$ cat config.mk
export PLATFORM = sky130hd
export DESIGN_NAME = mem_port_arbiter
export DESIGN_NICKNAME = d
export VERILOG_FILES = /design/src/rtl/mem_pkg.sv /design/src/rtl/mem_load_align.sv /design/src/rtl/mem_port_arbiter.sv
export SDC_FILE = /design/constraint.sdc
export NUM_CORES = 1
export LEC_CHECK = 0
export CAP_MARGIN = 30
export CORE_ASPECT_RATIO = 0.7
export CORE_MARGIN = 2
export CORE_UTILIZATION = 31
export CTS_BUF_LIST = sky130_fd_sc_hd__clkbuf_2
export DETAILED_ROUTE_END_ITERATION = 12
export HOLD_SLACK_MARGIN = 0.12
export PLACE_DENSITY = 0.78
export SLEW_MARGIN = 20
export SYNTH_ARGS = -nofsm -noshare
export SYNTH_HDL_FRONTEND = slang
export SYNTH_SLANG_ARGS = --single-unit
$ cat constraint.sdc
create_clock -name clk -period 5.2 [get_ports clk]
set_input_delay 1.04 -clock clk [delete_from_list [all_inputs] [get_ports clk]]
set_output_delay 1.04 -clock clk [all_outputs]
set_load 0.05 [all_outputs]
$ cat src/rtl/mem_pkg.sv
// Shared encodings for the memory port: request op/size codes, response owner tags,
// and the lane helpers used by both the arbiter and the load aligner.
package mem_pkg;

    localparam logic [1:0] MEM_DISABLE   = 2'b00;
    localparam logic [1:0] MEM_READ_SEXT = 2'b01;
    localparam logic [1:0] MEM_READ_ZEXT = 2'b10;
    localparam logic [1:0] MEM_WRITE     = 2'b11;

    localparam logic [1:0] SIZE_B = 2'b00;
    localparam logic [1:0] SIZE_H = 2'b01;
    localparam logic [1:0] SIZE_W = 2'b10;

    typedef enum logic [2:0] {
        OWN_NONE,
        OWN_IF,
        OWN_D_RD,
        OWN_D_WR,
        OWN_D_ERR
    } owner_e;

    function automatic logic [3:0] size_mask(input logic [1:0] size);
        case (size)
            SIZE_B:  size_mask = 4'b0001;
            SIZE_H:  size_mask = 4'b0011;
            default: size_mask = 4'b1111;
        endcase
    endfunction

    // Size 11 has no defined width, so it is rejected like any misaligned access.
    function automatic logic misaligned(input logic [1:0] size, input logic [1:0] lane);
        case (size)
            SIZE_B:  misaligned = 1'b0;
            SIZE_H:  misaligned = lane[0];
            SIZE_W:  misaligned = (lane != 2'b00);
            default: misaligned = 1'b1;
        endcase
    endfunction

    function automatic logic [31:0] lane_replicate(input logic [31:0] wdata, input logic [1:0] size);
        case (size)
            SIZE_B:  lane_replicate = {4{wdata[7:0]}};
            SIZE_H:  lane_replicate = {2{wdata[15:0]}};
            default: lane_replicate = wdata;
        endcase
    endfunction

endpackage

$ cat src/rtl/mem_load_align.sv
// Pulls a byte/half/word out of a RAM word at the given byte lane and
// sign- or zero-extends it to 32 bits.
module mem_load_align
    import mem_pkg::*;
(
    input  logic [31:0] word_i,
    input  logic [1:0]  lane_i,
    input  logic [1:0]  size_i,
    input  logic        sext_i,
    output logic [31:0] result_o
);

    logic [31:0] shifted;

    always_comb begin
        shifted = word_i >> {lane_i, 3'b000};
        case (size_i)
            SIZE_B:  result_o = {{24{sext_i & shifted[7]}}, shifted[7:0]};
            SIZE_H:  result_o = {{16{sext_i & shifted[15]}}, shifted[15:0]};
            default: result_o = word_i;
        endcase
    end

endmodule

$ cat src/rtl/mem_port_arbiter.sv
// Shares a single-port synchronous RAM between instruction fetch and load/store,
// one access per cycle, with a response pulse one cycle after each grant.
module mem_port_arbiter
    import mem_pkg::*;
#(
    parameter int ADDR_W     = 10,
    parameter int STARVE_MAX = 4
) (
    input  logic              clk,
    input  logic              reset,
    input  logic              if_req_valid,
    output logic              if_req_ready,
    input  logic [31:0]       if_addr,
    output logic              if_rsp_valid,
    output logic [31:0]       if_rsp_instr,
    output logic [31:0]       if_rsp_pc,
    input  logic              d_req_valid,
    output logic              d_req_ready,
    input  logic [1:0]        d_op,
    input  logic [1:0]        d_size,
    input  logic [31:0]       d_addr,
    input  logic [31:0]       d_wdata,
    output logic              d_rsp_valid,
    output logic [31:0]       d_rsp_rdata,
    output logic              d_rsp_err,
    output logic              ram_en,
    output logic [3:0]        ram_we,
    output logic [ADDR_W-1:0] ram_addr,
    output logic [31:0]       ram_wdata,
    input  logic [31:0]       ram_rdata
);

    localparam int CNT_W = $clog2(STARVE_MAX + 1);
    localparam logic [CNT_W-1:0] CNT_MAX = CNT_W'(STARVE_MAX);

    logic             d_valid, if_grant, d_grant, d_mis, d_access;
    logic [CNT_W-1:0] starve_q, starve_d;
    owner_e           owner_q, owner_d;
    logic [31:0]      pc_q, pc_d;
    logic [1:0]       lane_q, lane_d;
    logic [1:0]       size_q, size_d;
    logic             sext_q, sext_d;
    logic [31:0]      load_data;

    // Grants are forced low during reset so nothing reaches the RAM in that cycle.
    always_comb begin
        d_valid  = !reset && d_req_valid && (d_op != MEM_DISABLE);
        if_grant = !reset && if_req_valid && (!d_valid || starve_q == CNT_MAX);
        d_grant  = d_valid && !if_grant;
        d_mis    = misaligned(d_size, d_addr[1:0]);
        d_access = d_grant && !d_mis;
    end

    assign if_req_ready = if_grant;
    assign d_req_ready  = d_grant;

    always_comb begin
        ram_en    = if_grant || d_access;
        ram_we    = 4'b0000;
        ram_addr  = '0;
        ram_wdata = 32'h0;
        if (if_grant) begin
            ram_addr = if_addr[ADDR_W+1:2];
        end else if (d_access) begin
            ram_addr = d_addr[ADDR_W+1:2];
            if (d_op == MEM_WRITE) begin
                ram_we    = size_mask(d_size) << d_addr[1:0];
                ram_wdata = lane_replicate(d_wdata, d_size);
            end
        end
    end

    always_comb begin
        starve_d = '0;
        if (if_req_valid && !if_grant)
            starve_d = (starve_q == CNT_MAX) ? starve_q : starve_q + 1'b1;

        owner_d = OWN_NONE;
        pc_d    = pc_q;
        lane_d  = lane_q;
        size_d  = size_q;
        sext_d  = sext_q;
        if (if_grant) begin
            owner_d = OWN_IF;
            pc_d    = if_addr;
        end else if (d_grant) begin
            if (d_mis)                  owner_d = OWN_D_ERR;
            else if (d_op == MEM_WRITE) owner_d = OWN_D_WR;
            else                        owner_d = OWN_D_RD;
            lane_d = d_addr[1:0];
            size_d = d_size;
            sext_d = (d_op == MEM_READ_SEXT);
        end
    end

    always_ff @(posedge clk) begin
        if (reset) begin
            starve_q <= '0;
            owner_q  <= OWN_NONE;
            pc_q     <= 32'h0;
            lane_q   <= 2'b00;
            size_q   <= SIZE_B;
            sext_q   <= 1'b0;
        end else begin
            starve_q <= starve_d;
            owner_q  <= owner_d;
            pc_q     <= pc_d;
            lane_q   <= lane_d;
            size_q   <= size_d;
            sext_q   <= sext_d;
        end
    end

    mem_load_align u_align (
        .word_i   (ram_rdata),
        .lane_i   (lane_q),
        .size_i   (size_q),
        .sext_i   (sext_q),
        .result_o (load_data)
    );

    // Gating with reset drops an in-flight response in the reset cycle itself.
    always_comb begin
        if_rsp_valid = !reset && (owner_q == OWN_IF);
        if_rsp_instr = if_rsp_valid ? ram_rdata : 32'h0;
        if_rsp_pc    = if_rsp_valid ? pc_q : 32'h0;
        d_rsp_valid  = !reset && (owner_q == OWN_D_RD || owner_q == OWN_D_WR || owner_q == OWN_D_ERR);
        d_rsp_err    = !reset && (owner_q == OWN_D_ERR);
        d_rsp_rdata  = (!reset && owner_q == OWN_D_RD) ? load_data : 32'h0;
    end

endmodule
== After elaboration in Yosys (flattened, before gate mapping) ==
Index checks and enable logic that the tools add are counted.
W data, S select, Z words.

* Bitwise logic cells: 5
* Add/subtract/negate cells: 1
* Reduce and logical (&&, ||, !) cells: 27
* Equal/unequal tests: 10
* Shift-type cells: 2
* Muxes and demuxes: 22

{| class="wikitable"
|+ Operators with widths
! kind !! number
|-
| $mux W32 || 6
|-
| $pmux W32 S2 || 2
|-
| $shr A32 B5 Y16 || 1
|-
| $mux W4 || 6
|-
| $mux W10 || 2
|-
| $logic_and A1 B1 Y1 || 11
|-
| $pmux W4 S2 || 1
|-
| $eq A2 B1 Y1 const B || 3
|-
| $eq A3 B2 Y1 const B || 2
|-
| $eq A3 B3 Y1 const B || 2
|-
| $eq A2 B2 Y1 const B || 2
|-
| $logic_not A1 Y1 || 4
|-
| $logic_not A2 Y1 || 2
|-
| $logic_or A1 B1 Y1 || 4
|-
| $reduce_bool A2 Y1 || 2
|-
| $reduce_or A4 Y1 || 1
|-
| $shl A4 B2 Y4 || 1
|-
| $add A3 B1 Y3 const B || 1
|-
| $eq A3 B1 Y1 const B || 1
|-
| $mux W1 || 3
|-
| $mux W3 || 1
|-
| $not A1 Y1 || 3
|-
| $pmux W1 S3 || 1
|-
| $reduce_or A3 Y1 || 1
|-
| 3 further kinds || 4
|}

* Register bits after elaboration: 43
* Word-level logic and storage cells: 75
* Output and inout bits: 148

== Logic depth before layout (Yosys ltp) ==
* Word-level depth: 15
* Depth in mapped cells: 8
* Gate-level depth less buffers: 6

== Hierarchy ==
A second synthesis with hierarchy kept.

* Cells, all modules: 490
* Area, all modules: 3883.7 um2

{| class="wikitable"
|+ Modules (own cells, without submodules)
! module !! area an instance (um2) !! cells each !! times used
|-
| mem_port_arbiter || 3146.8 || 378 || 1
|-
| mem_load_align || 737.0 || 112 || 1
|}

== Worst setup path after synthesis ==
OpenSTA, ideal clock, no wires.

* Path type: input-to-output
* Start point: input reset
* End point: output ram_we[3]
* Buffers on the path: 1
* Cell stages on the path: 5
* Path slack: 0.601 ns
* Arrival time: 3.559 ns
* Path through: buf_4 > nand2b_4 > a311oi_4 > nand4_4 > nor3_1

* Longest elaborated chain between the ends: 11

{| class="wikitable"
|+ Ends and longest elaborated chain
! element !! line !! source
|-
| from (decl) || mem_port_arbiter.sv:10 || <nowiki>input logic reset,</nowiki>
|-
| $logic_not A1 Y1 * || mem_port_arbiter.sv:47, mem_port_arbiter.sv:48 ||
|-
| $logic_and A1 B1 Y1 (2 in series) || mem_port_arbiter.sv:47 || <nowiki>d_valid = !reset && d_req_valid && (d_op != MEM_DISABLE);</nowiki>
|-
| $logic_not A1 Y1 || mem_port_arbiter.sv:48 || <nowiki>if_grant = !reset && if_req_valid && (!d_valid || starve_q == CNT_MAX);</nowiki>
|-
| $logic_or A1 B1 Y1 || mem_port_arbiter.sv:48 ||
|-
| $logic_and A1 B1 Y1 || mem_port_arbiter.sv:48 ||
|-
| $logic_not A1 Y1 || mem_port_arbiter.sv:49 || <nowiki>d_grant = d_valid && !if_grant;</nowiki>
|-
| $logic_and A1 B1 Y1 * || mem_port_arbiter.sv:49 ||
|-
| named net d_req_ready || mem_port_arbiter.sv:18 || <nowiki>output logic d_req_ready,</nowiki>
|-
| $logic_and A1 B1 Y1 * || mem_port_arbiter.sv:51 || <nowiki>d_access = d_grant && !d_mis;</nowiki>
|-
| $mux W4 * || mem_port_arbiter.sv:64 || <nowiki>end else if (d_access) begin</nowiki>
|-
| $mux W4 * || mem_port_arbiter.sv:62 || <nowiki>if (if_grant) begin</nowiki>
|-
| to (decl) || mem_port_arbiter.sv:27 || <nowiki>output logic [3:0] ram_we,</nowiki>
|}

Mark *: on every way through the listed nets, which the timed path passes. The rest lies on a longest branch.

== Final worst setup path ==
* Start point: input d_size[0]
* End point: output ram_addr[4]

* Longest elaborated chain between the ends: 6

{| class="wikitable"
|+ Ends and longest elaborated chain
! element !! line !! source
|-
| from (decl) || mem_port_arbiter.sv:20 || <nowiki>input logic [1:0] d_size,</nowiki>
|-
| $eq A2 B2 Y1 (tied with other cells) || mem_pkg.sv:32 || <nowiki>case (size)</nowiki>
|-
| $pmux W1 S3 * || mem_pkg.sv:32 ||
|-
| $logic_not A1 Y1 * || mem_port_arbiter.sv:51 ||
|-
| $logic_and A1 B1 Y1 * || mem_port_arbiter.sv:51 ||
|-
| $mux W10 * || mem_port_arbiter.sv:64 ||
|-
| $mux W10 * || mem_port_arbiter.sv:62 ||
|-
| to (decl) || mem_port_arbiter.sv:28 || <nowiki>output logic [ADDR_W-1:0] ram_addr,</nowiki>
|}

Every way passes the cells marked *; elsewhere a longest branch is shown, timed or not.

==> flow_summary.ini <==
[sta]
hold_violations = 0
slew_headroom = 0.479
finalSetupViolCount = 0
period_share = 0.831
tns_ps = 0
report.final.slew_viol_count = 0
skew_ps = 26.4
rsz0062_at_grt = false
tightest_slew_ps = 780
fmax_ghz = 0.231
fin_crit_ps = 4320

[setup_path]
cp_max_fo = 13
rr_startpoint = starve_q[0]
critPathBufInv = 3
critPathTopFamily = simple AND/OR/NAND/NOR gates
cpMaxStageDelayCell = and2_1
cpPeakStageDelay_ps = 560
cp-end-kind = output port
critPathRequiredTime_ps = 4160
r2r_end = pc_q[2]
ff2ff_path_depth = 8
critPathArrivalTime_ps = 3280
worstPathCellList = clkdlybuf4s50_1 -> buf_4 -> or2_2 -> o21ai_0 -> and2_1 -> a22o_1 -> buf_12
critPathKind = in -> out
start_kind = input port
reg2reg_slack_ps = 2980

[floorplanning]
die_w_um = 133
num_rows = 32
core_mm2 = 0.0112
start_util = 0.323
dieArea_mm2 = 0.0125
ios = 284
die_h_um = 94.2

[power_and_ir_drop]
switchingPower_uw = 310
seqPwrFrac = 0.404
swShare = 0.349
p_per_area_mw_per_mm2 = 115
vdd_ir_drop_max_mv = 0.0861
clock_power_share = 0.158
internal_power_uw = 578
p_leak_nw = 3.27
combPwrFrac = 0.438
power.total_uw = 889

[finish]
seqCellArea_um2 = 861
fin_cells = 881
diodes = 0
syn_to_final_growth_pct = 115
num-fill-cells = 822
multiInputGateArea_mm2 = 0.00251
drive_gt1_frac = 0.273
fin_nets = 865

[clock_network]
cts_root_buf = clkbuf_2
numClockSinks = 43
clk_path_buf_depth = 2
worst_skew_pair.late_latency_ps = 400
hold_buffers = 0
clk_pin_slew_ps = 230
post-cts-setup-buffers = 0
cts_tree = yes
cts-buffers-inserted = 5
cts_resized = 0
htreeDepth = 2

[min_path]
worstHoldEndpoint = starve_q[0]
min_path_type = reg -> reg
worstHoldStart = starve_q[0]
worstHoldPathCells = 1

[synthesis]
synth_nets = 625
synth_common_cells = and2_1 (67), nor2_1 (65), dfxtp_1 (43)
yosys_register_bits = 43
yosysMostFrequentCell = and2_1
yosys.area.top_type = dfxtp_1
synthCells = 487
synth_area_mm2 = 0.00360
synth_top_area_frac = 0.239
yosys-top-cells-area = dfxtp_1 (24%), and2_1 (12%), mux2i_1 (11%)
yosysWarnings = 0
ys_seq_area_frac = 0.239
syn_area_per_cell_um2 = 7.40
synth-edff-count = 0
yosys_most_used_dff = dfxtp_1
yosysUniqueCellTypes = 42
async_flop_share = 0

[drt]
post-route-drc-count = 0
vias_per_cell = 4.95
vias = 4362
routedWlPerCell_um = 16.6
antenna_left = 0
drt_pre_antenna_iters = 4
drtIter0Drc = 246
wirelength_um = 14600

[flow_run]
drv_cap = 0

[place]
portBuffers = 263
place_hpwl_um = 12000
placedCellCount = 872
globalplace.congestion = 0.825

[grt]
grt_pass1_wl_um = 22400
antenna_found_initial = 0
first_global_vias = 4427
grt_start_max_net_pins = 49
grt_usage = 0.222
grt_overflow = 0

[status]
outcome = completed
[cell families after synthesis]
kind of cell | Yosys count | share of synthesized area
and+or+nand+nor | 225 | 0.328
muxes | 43 | 0.123
buffers and inverters | 54 | 0.0694
DFF | 43 | 0.239
AOI/OAI and AO/OA | 119 | 0.231
adders and majority gates | 2 | 0.00694
xor gates and xnor gates | 1 | 0.00243
[cell usage in the layout, fill, tap and decap left out, drive strengths merged, types with 2 or more instances in the layout]
| cell | count |
|---|---|
| ha | 2 |
| or3b | 2 |
| a21oi | 32 |
| buf | 158 |
| nor2b | 6 |
| mux2i | 41 |
| nand2 | 41 |
| o221a | 7 |
| clkbuf | 5 |
| nor4b | 2 |
| dfxtp | 43 |
| and2 | 67 |
| inv | 12 |
| nand2b | 26 |
| a22o | 10 |
| nor2 | 70 |
| clkinvlp | 2 |
| nor3 | 4 |
| or2 | 3 |
| a311oi | 2 |
| a21o | 31 |
| clkdlybuf4s50 | 117 |
| o21ai | 32 |
[area by class of cell]
cell class | count | area share
Sequential cell | 43 | 0.111
Clock inverter | 3 | 0.00258
Timing Repair Buffer | 275 | 0.529
Inverter | 12 | 0.00581
Tap cell | 153 | 0.0247
Multi-Input combinational cell | 390 | 0.324
Clock buffer | 5 | 0.00323
[registers in the layout (all words and copies together), names as in the netlist]
signal,count
pc_q,32
owner_q,3
starve_q,3
lane_q,2
size_q,2
sext_q,1
[worst register-to-register path, stage by stage, from the launching register on]
cell and delay [ps]:
dfxtp_1 380, inv_1 60, ha_1 210, nand2_1 130
a311oi_4 290, buf_4 310, buf_4 450, mux2i_1 250
nor2_1 60
[how the worst max path moves through the flow]
| stage | from | end | slack, ps | cells past startpoint |
|---|---|---|---|---|
| after floorplan | reset | ram_we[3] | 600 | 5 |
| after global placement | d_size[0] | ram_we[3] | 910 | 8 |
| after detailed placement | d_size[0] | ram_we[3] | 850 | 8 |
| after CTS | d_size[0] | ram_we[3] | 850 | 8 |
| after global routing | d_size[0] | ram_we[1] | 740 | 8 |
| final | d_size[0] | ram_addr[4] | 880 | 7 |
[power groups by stage]
stage,registers [mW],clock network (mW),logic [mW]
6_report,0.359,0.140,0.390
5_1_grt,0.362,0.165,0.413
4_1_cts,0.361,0.148,0.387
3_5_place_dp,0.368,0,0.386
3_3_place_gp,0.366,0,0.378
2_1_floorplan,0.360,0,0.180
[layer usage]
metal  share of wire  vias to the layer above  GRT usage  routed length (um)
met5               0                        -          0                   0
met4           0.016                        0     0.0439                 239
met3           0.086                       18     0.0690                1270
met2            0.51                      189      0.408                7400
met1            0.39                     2038      0.255                5730
li1                -                     2117          -                   -
[per-stage QoR]
stage / cell area (um2) / setup WS [ps] / util / hold WS [ps]
after floorplan: 3600 / 601 / - / 417
after global placement: 7700 / 906 / 0.689 / 429
after detailed placement: 7700 / 850 / 0.689 / 446
after CTS: 7740 / 850 / 0.693 / 473
after global routing: 7760 / 737 / 0.694 / 490
final: 7760 / 878 / 0.694 / 474
Note: power is estimated with default switching activity, not from simulation.
==> RTL change, RTL diff (config.mk and constraints unchanged) <==
Re-encode `owner_e` (5 values) as one-hot, 5 bits wide.
--- a/src/rtl/mem_pkg.sv
+++ b/src/rtl/mem_pkg.sv
@@ -12,10 +12,10 @@
     localparam logic [1:0] SIZE_W = 2'b10;
 
-    typedef enum logic [2:0] {
-        OWN_NONE,
-        OWN_IF,
-        OWN_D_RD,
-        OWN_D_WR,
-        OWN_D_ERR
+    typedef enum logic [4:0] {
+        OWN_NONE  = 5'b00001,
+        OWN_IF    = 5'b00010,
+        OWN_D_RD  = 5'b00100,
+        OWN_D_WR  = 5'b01000,
+        OWN_D_ERR = 5'b10000
     } owner_e;
 
Behaviour: no difference found for any inputs over 10 cycles, from zero or initial values and one cycle with reset high; not proved beyond that.
==> RTL change against the unedited design <==
  * First-iteration DRC count is 15% lower
  * Critical endpoint is now d_rsp_rdata[29]
  * Sequential cell count is 2 higher
  * Critical path depth is 1 lower
  * Final area is 0.56% higher
  * Power is 0.84% higher
  * Register-to-register slack worse by 20 ps
  * Synthesized area is 3.0% higher
  * Synthesized cell count is 0.21% lower
  * Wire length is 7.2% higher
  * Via count is 3.4% higher
  * Setup slack worse by 340 ps
  * Critical path type unchanged
  * Largest power group is now sequential cells
  * Count of clock-buffer cells in the layout stayed put
  * Combinational power is 9.0% lower
  * Maximum frequency is 7.2% lower
==> RTL change: results (changes against the unedited design) <==
- Outcome: finished, final reports clean
- Slowest Stage Delay on Critical Path: 690 ps (+130 ps)
- Top layer in use: met4
- Met3 wire length: 1.78 mm (+41%)
- Setup crit end kind: primary output
- PostCTS Resize Cnt: 0 (unchanged)
- Vias/cell: 5.10 (+3.0%)
- Worst hold-check path type: reg2reg
- Slowest CP cell: nor2_2
- Rel. slew slack: 48.0% (+0.096 points)
- Ranking of synthesized cells by area: dfxtp_1, and2_1, mux2i_1
- GR Util met1: 26.7% (+1.1 points)
- Skew final: 16.0 ps (-10.4 ps)
- Library cells used by synthesis: 46 (+9.5%)
- Vias in the first global route: 4464 (+0.84%)
- Biggest regs: pc_q x32, owner_q x5, starve_q x3
- Peak VDD IR: 0.0800 mV (-7.1%)
- Met2 wire len: 7.66 mm (+3.6%)
- Sequential area share after synthesis: 24.3% (+0.38 points)
- Critical Path AT: 3620 ps (+340 ps)
- Clk pin slew, worst setup/hold paths: about 240 ps
- Crit Path Max Fanout: 16 (+3)
- Pleak: 0.00318 uW (-2.9%)
- GR Layer Usage met2: 42.1% (+1.4 points)
- Nets: 865 (unchanged)
- Largest net degree at the start of global routing: 48 (-2.0%)
- Initial DRT Pass Iterations: 6 (+2)
- Global-route wire length before repair: 24.0 mm (+7.2%)
- Detailed Place HPWL: 12.8 mm (+6.7%)
- Synth Flop Type: dfxtp_1
- Overall routed net length: 15.7 mm (+7.2%)
- Worst Reg2Reg Path Length in Cells: 7 (-1)
- Root buffer cell: clkbuf_2
- M1 wire length: 5.79 mm (+0.96%)
- Cts bufs inserted: 5 (unchanged)
- Hold Path Cell Cnt: 1 (unchanged)
- Worst-Skew Late Latency: 440 ps (+40 ps)
- GRT Max-Usage Layer: met2
- Initial antenna violation count: 0 (unchanged)
- Filler Cells Inserted: 883 (+7.4%)
- Starting DRT DRC Count: 208 (-15%)
- Net Count, Synth: 624 (-0.16%)
- Placer Congestion: 0.883 (+7.0%)
- I/O Buffers: 263 (unchanged)
- H-tree depth: 2 (unchanged)
- Met3 global-route usage: 9.14% (+2.2 points)
- N_diodes: 0 (unchanged)
- All-Layer GR Usage: 23.7% (+1.5 points)
- # Post-CTS Setup Buffers: 0 (unchanged)
- Clock Path Buffers: 2 (unchanged)
- Share of layout cells above drive strength 1: 26.9% (-0.41 points)
- Top cells by count, synth: and2_1, nand2_1, dfxtp_1
- Post-synth ARST share: 0% (unchanged)
- YS warnings: 0 (unchanged)
-- RTL change: area by class of cell --
type                    instances  area, sq um  area share (%)
clock inverters                 3         21.3           0.273
inverters                       5         18.8           0.241
repair buffers                272         4030            51.6
flip-flops and latches         45          901            11.5
well taps                     157          196            2.52
clock buffers                   5         25.0           0.321
multi-input cells             398         2610            33.5
-- RTL change: path summary, 6_finish.rpt --
path / startpoint / endpoint / slack (ps)
hold reg to reg: starve_q[0] / starve_q[0] / 480
setup / recovery: reset / d_rsp_rdata[29] / 540
setup reg to reg: starve_q[0] / pc_q[9] / 2960
hold / removal: starve_q[0] / starve_q[0] / 480
-- RTL change: critical path: cells and delay by family --
kind | cells | cell delay (ps)
buf+inv | 2 | 770
simple gates | 3 | 1520
compound gates | 1 | 270
-- RTL change: metrics by stage --
| stage | instance area [sq um] | utilization, % | std cells | setup slack, ps | total power [uW] |
|---|---|---|---|---|---|
| final | 7800 | 66.8 | 885 | 542 | 896 |
| after global routing | 7800 | 66.8 | 885 | 308 | 946 |
| after CTS | 7800 | 66.8 | 885 | 490 | 906 |
| after detailed placement | 7750 | 66.4 | 877 | 505 | 744 |
| after global placement | 7750 | 66.4 | 877 | 585 | 734 |
| after floorplan | 3710 | - | 486 | 723 | 550 |
-- RTL change: report_power, final --
| part | internal [uW] | switching, uW |
|---|---|---|
| Clock | 34.0 | 125 |
| Sequential | 366 | 16.4 |
| Combinational | 180 | 175 |
-- RTL change: logic make-up (layout without fill, tap and decap cells) --
logic type / after synthesis / in the layout / share of synthesized area, %
AOI/OAI and AO/OA: 121 / 121 / 21.6
xor gates and xnor gates: 3 / 3 / 0.708
and+or+nand+nor: 231 / 231 / 35.7
DFF: 45 / 45 / 24.3
adders and majority gates: 2 / 2 / 0.674
buffers and inverters: 43 / 285 / 5.83
muxes: 41 / 41 / 11.2
